File: config.mk
export PLATFORM = sky130hd
export DESIGN_NAME = wb_dma_arbiter
export DESIGN_NICKNAME = d
export VERILOG_FILES = /design/src/rtl/wb_dma_arbiter_pkg.sv /design/src/rtl/wb_dma_arbiter_pick.sv /design/src/rtl/wb_dma_arbiter.sv
export SDC_FILE = /design/constraint.sdc
export NUM_CORES = 1
export LEC_CHECK = 0
export ABC_CLOCK_PERIOD_IN_PS = 1770
export BUFFER_PORTS_ARGS = -buffer_cell sky130_fd_sc_hd__buf_4
export CORE_MARGIN = 2
export CORE_UTILIZATION = 49
export DETAILED_ROUTE_END_ITERATION = 10
export PLACE_DENSITY = 0.78
export RECOVER_POWER = 100
export SYNTH_ARGS = -nofsm -noshare
export SYNTH_HDL_FRONTEND = slang
export SYNTH_SLANG_ARGS = --single-unit
File: constraint.sdc
create_clock -name wb_clk_i -period 1.77 [get_ports wb_clk_i]
set_clock_uncertainty 0.1 [all_clocks]
set_input_delay 0.2655 -clock wb_clk_i [delete_from_list [all_inputs] [get_ports wb_clk_i]]
set_output_delay 0.2655 -clock wb_clk_i [all_outputs]
set_load 0.02 [all_outputs]
File: src/rtl/wb_dma_arbiter_pkg.sv
// Shared types and constants for the Wishbone DMA bus-ownership arbiter.
package wb_dma_arbiter_pkg;

    localparam int MAX_NDMA   = 4;
    localparam int PTR_W      = 2;
    localparam int CPU_CNT_W  = 8;
    localparam int HOLD_CNT_W = 16;

    typedef enum logic [1:0] {
        ARB_CPU  = 2'd0,
        ARB_DROP = 2'd1,
        ARB_DMA  = 2'd2,
        ARB_REL  = 2'd3
    } arb_state_e;

    // Index of the set bit of a one-hot requester vector.
    function automatic logic [PTR_W-1:0] onehot_to_idx(input logic [MAX_NDMA-1:0] oh);
        return {oh[2] | oh[3], oh[1] | oh[3]};
    endfunction

endpackage

File: src/rtl/wb_dma_arbiter_pick.sv
// Combinational winner select: first asserted request at or after ptr_i, wrapping.
module wb_dma_arbiter_pick
    import wb_dma_arbiter_pkg::*;
#(
    parameter int NDMA = 2
) (
    input  logic [NDMA-1:0]  req_i,
    input  logic [PTR_W-1:0] ptr_i,
    output logic [NDMA-1:0]  win_o,
    output logic             valid_o
);

    logic [NDMA-1:0] rot;
    logic [NDMA-1:0] rot_win;

    // Rotate so the search start sits at bit 0, isolate the lowest set bit, rotate back.
    assign rot     = NDMA'({req_i, req_i} >> ptr_i);
    assign rot_win = rot & (~rot + NDMA'(1));
    assign win_o   = NDMA'(({rot_win, rot_win} << ptr_i) >> NDMA);
    assign valid_o = |req_i;

endmodule

File: src/rtl/wb_dma_arbiter.sv
// Wishbone bus-ownership arbiter: CPU is default owner, DMA masters take over at cycle boundaries.
// Define WB_ARB_RR_EN for round-robin among DMA masters; otherwise lowest index wins.
module wb_dma_arbiter
    import wb_dma_arbiter_pkg::*;
#(
    parameter int NDMA     = 2,
    parameter int MAX_HOLD = 0,
    parameter int CPU_MIN  = 4
) (
    input  logic            wb_clk_i,
    input  logic            wb_rst_i,
    input  logic            cpu_cyc_i,
    output logic            cpu_gnt_o,
    input  logic [NDMA-1:0] dma_req_i,
    input  logic [NDMA-1:0] dma_cyc_i,
    output logic [NDMA-1:0] dma_gnt_o,
    output logic            preempt_o
);

    arb_state_e             state_q, state_d;
    logic                   cpu_gnt_q, cpu_gnt_d;
    logic [NDMA-1:0]        dma_gnt_q, dma_gnt_d;
    logic                   preempt_q, preempt_d;
    logic [NDMA-1:0]        win_q, win_d;
    logic [CPU_CNT_W-1:0]   cpu_cnt_q, cpu_cnt_d;
    logic [HOLD_CNT_W-1:0]  hold_cnt_q, hold_cnt_d;
    logic [PTR_W-1:0]       ptr;
    logic [NDMA-1:0]        pick_win;
    logic                   pick_valid;
    logic                   win_req;
    logic                   win_cyc;
    logic                   cpu_min_ok;
    logic                   hold_hit;

    wb_dma_arbiter_pick #(.NDMA(NDMA)) u_pick (
        .req_i   (dma_req_i),
        .ptr_i   (ptr),
        .win_o   (pick_win),
        .valid_o (pick_valid)
    );

    assign win_req    = |(dma_req_i & win_q);
    assign win_cyc    = |(dma_cyc_i & win_q);
    assign cpu_min_ok = ({1'b0, cpu_cnt_q} + 9'd1) >= 9'(CPU_MIN);

    generate
        if (MAX_HOLD == 0) begin : g_no_hold
            assign hold_hit = 1'b0;
        end else begin : g_hold
            assign hold_hit = ({1'b0, hold_cnt_q} + 17'd1) >= 17'(MAX_HOLD);
        end
    endgenerate

`ifdef WB_ARB_RR_EN
    logic [PTR_W-1:0] ptr_q, ptr_d;
    logic [PTR_W-1:0] win_idx;

    assign win_idx = onehot_to_idx(MAX_NDMA'(win_q));

    // Next search starts one past the master that just took the bus.
    always_comb begin
        ptr_d = ptr_q;
        if (state_q == ARB_DROP && state_d == ARB_DMA) begin
            ptr_d = (win_idx == PTR_W'(NDMA - 1)) ? '0 : win_idx + PTR_W'(1);
        end
    end

    always_ff @(posedge wb_clk_i or posedge wb_rst_i) begin
        if (wb_rst_i) ptr_q <= '0;
        else          ptr_q <= ptr_d;
    end

    assign ptr = ptr_q;
`else
    assign ptr = '0;
`endif

    // NOTE: sequential state uses non-blocking assignments so every register samples pre-edge values.
    always_ff @(posedge wb_clk_i or posedge wb_rst_i) begin
        if (wb_rst_i) begin
            state_q    <= ARB_CPU;
            cpu_gnt_q  <= 1'b1;
            dma_gnt_q  <= '0;
            preempt_q  <= 1'b0;
            win_q      <= '0;
            cpu_cnt_q  <= '1;
            hold_cnt_q <= '0;
        end else begin
            state_q    <= state_d;
            cpu_gnt_q  <= cpu_gnt_d;
            dma_gnt_q  <= dma_gnt_d;
            preempt_q  <= preempt_d;
            win_q      <= win_d;
            cpu_cnt_q  <= cpu_cnt_d;
            hold_cnt_q <= hold_cnt_d;
        end
    end

    // NOTE: every combinational output gets a default first so no path leaves it unassigned (no latch).
    always_comb begin
        state_d = state_q;
        case (state_q)
            ARB_CPU:  if (pick_valid && !cpu_cyc_i && cpu_min_ok) state_d = ARB_DROP;
            ARB_DROP: state_d = win_req ? ARB_DMA : ARB_CPU;
            ARB_DMA:  if (!win_req || hold_hit) state_d = ARB_REL;
            ARB_REL:  if (!win_cyc) state_d = ARB_CPU;
            default:  state_d = ARB_CPU;
        endcase
    end

    // Outputs are registered from the next state so grants change exactly on the transition edge.
    always_comb begin
        cpu_gnt_d  = (state_d == ARB_CPU);
        dma_gnt_d  = (state_d == ARB_DMA) ? win_q : '0;
        preempt_d  = (state_q == ARB_DMA) && win_req && hold_hit;
        win_d      = (state_q == ARB_CPU && state_d == ARB_DROP) ? pick_win : win_q;
        cpu_cnt_d  = '0;
        hold_cnt_d = '0;
        if (state_q == ARB_CPU) begin
            cpu_cnt_d = (cpu_cnt_q == '1) ? cpu_cnt_q : cpu_cnt_q + CPU_CNT_W'(1);
        end
        if (state_q == ARB_DMA) begin
            hold_cnt_d = (hold_cnt_q == '1) ? hold_cnt_q : hold_cnt_q + HOLD_CNT_W'(1);
        end
    end

    assign cpu_gnt_o = cpu_gnt_q;
    assign dma_gnt_o = dma_gnt_q;
    assign preempt_o = preempt_q;

endmodule

==> reports/qor_table.md <==
| Item | Reported | Unit |
| --- | --- | --- |
| Status | finished, final reports clean | - |
| Syn Nets | 86 | - |
| CP arrival | 1830 | ps |
| Cell leakage power | 0.0004189 | uW |
| Met1 GRT Util | 0.2286 | - |
| Max-cap check violation count | 0 | - |
| Clock root buffer master | clkbuf_4 | - |
| Ys flop type | dfstp_2 | - |
| Proportion of synthesized chip area in sequential cells | 0.4806 | - |
| Clock sink count | 15 | - |
| Total placed instance area | 917.1 | um2 |
| Effective utilization at floorplan | 0.5279 | - |
| Number of instances in the placed design | 103 | - |
| Number of synthesized flops with an enable pin | 0 | - |
| Number of endpoints failing setup at the final stage | 0 | - |
| Measured slew at the worst slew-check pin | 541.8 | ps |
| Cell Count, Final, Fillers Out | 108 | - |
| Global Route Usage Sum | 0.1711 | - |
| Die area | 1982 | um2 |
| Worst Setup End Kind | flop | - |
| Number of library cell types mapped by synthesis | 32 | - |
| Part of the power in registers | 0.454 | - |
| Clock Power Share | 0.156 | - |
| TritonCTS clock tree | yes | - |
| Fin area | 942.2 | um2 |
| Total power density per cell area | 1315 | nW/um2 |
| Total via count in the routed design | 597 | - |
| Worst Hold Path Cells | 2 | - |
| Number of port buffers | 9 | - |
| DRC Markers | 0 | - |
| Ys Warns | 0 | - |
| Data required time at the worst endpoint | 1870 | ps |
| Core area | 1524 | um2 |
| Cell breakdown of the critical path | ha_4, and2_4, a21oi_2, o41ai_4, buf_4, mux2i_1 | - |
| Flop2flop setup slack | 50 | ps |
| Largest vdd supply drop | 812.4 | uV |
| N_diodes | 0 | - |
| Leading cell type in the layout, fill and taps excluded | nor2_1 | - |
| Worst hold slack across all endpoints | 108.5 | ps |
| Sw Pwr | 464.9 | uW |
| Fraction of power spent switching nets | 0.3752 | - |
| Headroom to the max-slew limit | 0.6384 | - |
| Clock latency on the worst-skew pair | 280 | ps |
| Most frequent cells in the layout | 10 x nor2_1, 9 x dfstp_2, 9 x buf_4, 6 x dfrtp_1 | - |
| Met3 track utilization from global routing | 0.03673 | - |
| Final ANT Viol Nets | 0 | - |
| Worst Setup Start Kind | flop | - |
| Routing usage on met2 | 0.2754 | - |
| Fraction of layout cells with a size suffix above 1 | 0.3370 | - |
| Number of antenna violations at the first check in global routing | 0 | - |
| Number of core rows | 14 | - |
| Starting DRT DRC Count | 17 | - |
| Max Clock Freq | 0.5800 | GHz |
| Area growth, synth to finish | 17.11 | % |
| Crit path kind | flop to flop | - |
| Number of H-tree levels | 1 | - |
| Slowest cell delay on critical path | 570 | ps |
| Hold worst-path end | win_q[1] | - |
| Async set-reset flop share out of synthesis | 1.000 | - |
| Post-cts gate resize count | 0 | - |
| HP Start | dma_req_i[0] | - |
| Clock-pin transition on the worst setup and hold timing paths | 90 | ps |
| Placer's final routability congestion estimate | 0.8314 | - |
| Destination of the worst register-to-register timing path | win_q[1] | - |
| PnR worst setup slack | 45.89 | ps |
| Post-Place Worst Slack | 65.55 | ps |
| Flop and latch count out of synthesis | 15 | - |
| Number of top-level design ports | 11 | - |
| Class of the worst hold path | input pin to flop | - |
| Proportion of power drawn by combinational gates | 0.390 | - |
| Cell count after synthesis | 77 | - |
| Post-CTS repair timing setup buffer count | 0 | - |
| Most used routing layer in global routing | met2 | - |
| Post-detailed-routing wire length | 1.417 | mm |
| Number of global-route vias before repair | 607 | - |
| Via density per instance | 5.528 | - |
| Final period utilization | 0.9741 | - |
| Die Span X | 44.52 | um |
| Final Critical Period | 1724 | ps |
| Max Buffers Root-to-Sink | 2 | - |
| FF-to-FF Start | cpu_cnt_q[1] | - |
| Wire length of the first global-routing pass | 2.477 | mm |
| Unrepaired setup endpoints after global routing | yes | - |
| Vertical die dimension | 44.52 | um |
| Half-perimeter wire length after detailed placement | 1.087 | mm |
| Average instance area after synthesis | 10.45 | um2 |
| Internal Power | 774.1 | uW |
| Critical path's slowest cell | dfstp_2 | - |
| Number of search-and-repair iterations in the first detailed-routing pass | 4 | - |
| Max-slew violations | 0 | - |
| Mapped cell area | 804.5 | um2 |
| Post-detailed-route wirelength per cell | 13.12 | um |
| CTS Buf Count | 3 | - |
| Top fanout value on the critical path | 5 | - |
| Overall overflow remaining after global route | 0 | - |
| Number of cells traversed by the worst register-to-register path | 6 | - |
| Pin count of the biggest net entering global routing | 16 | - |
| Nets | 102 | - |
| Final Hold Violating Endpoints | 0 | - |
## power by group through the flow
stage	registers, uW	logic [uW]	clock network [uW]
after floorplan	610	313	0
after global placement	561	505	0
after detailed placement	569	511	0
after CTS	565	515	196
after global routing	577	545	214
final	562	484	193
## registers in the layout, indices dropped and copies added, names as in the netlist
name / count
cpu_cnt_q: 8
state_q: 2
dma_gnt_o: 2
win_q: 2
cpu_gnt_o: 1
## critical path, delay by kind of cell, from the launching register on
family / cells / cell delay (ps)
DFF: 1 / 570
AOI/OAI and AO/OA: 2 / 310
buffers and inverters: 1 / 190
muxes: 1 / 180
and+or+nand+nor: 1 / 160
adders and majority gates: 1 / 150
## worst max path at each step
stage,startpoint,to,slack [ps],depth (start not counted)
after floorplan,cpu_cnt_q[0],win_q[0],-2,5
after global placement,cpu_cnt_q[1],win_q[0],90,5
after detailed placement,cpu_cnt_q[1],win_q[0],70,5
after CTS,cpu_cnt_q[1],win_q[1],50,6
after global routing,cpu_cnt_q[1],win_q[1],-10,6
final,cpu_cnt_q[1],win_q[1],50,6
## logic make-up (layout without fill, tap and decap cells)
family | after synthesis | after routing | share of synthesized area
AND/OR/NAND/NOR | 30 | 30 | 0.2022
AO/OA/AOI/OAI | 15 | 15 | 0.1400
flip-flops | 15 | 15 | 0.4806
buffers and inverters | 6 | 21 | 0.04199
XOR/XNOR | 4 | 4 | 0.04355
multiplexers | 4 | 4 | 0.05598
adder cells (fa/ha/maj) | 2 | 2 | 0.03110
other | 1 | 1 | 0.004661
## cells in the mapped netlist, drive strengths merged (2+ instances only)
| master | number | area share |
|---|---|---|
| dfstp | 9 | 0.29 |
| xor2 | 3 | 0.033 |
| o21ai | 2 | 0.012 |
| a211oi | 2 | 0.019 |
| nor2b | 2 | 0.016 |
| buf | 2 | 0.023 |
| ha | 2 | 0.031 |
| inv | 3 | 0.014 |
| mux2i | 3 | 0.037 |
| nor2 | 10 | 0.047 |
| or2 | 3 | 0.023 |
| dfrtp | 6 | 0.19 |
| a21oi | 6 | 0.037 |
| nand2 | 5 | 0.023 |
| nand3 | 4 | 0.025 |
## metal layers
metal,part of all wire,up-vias
met5,0,-
met2,0.48,12
met3,0.028,4
li1,-,294
met4,0.011,0
met1,0.48,287
## area by class of cell
class                      count  area, um2
clock buffer                   4      26.28
fill                         122      581.8
inverter                       3      11.26
multi-input combinational     56      401.6
sequential                    15      386.6
tap                           16      20.02
timing repair buffer          14      96.34
## per-stage QoR
| step | total power, uW | setup TNS (ps) | utilization |
|---|---|---|---|
| final | 1239 | 0 | 0.6182 |
| after global placement | 1066 | 0 | 0.6018 |
| after global routing | 1336 | -17.61 | 0.6182 |
| after floorplan | 922.8 | -2.008 | - |
| after detailed placement | 1080 | 0 | 0.6018 |
| after CTS | 1276 | 0 | 0.6256 |
## repair_timing
action | CTS | global route
endpoints found under the setup margin | 0 | 2
hold buffers | 1 | 0
hold endpoints to repair | 6 | 0
Power figures use the tool's default switching activity.
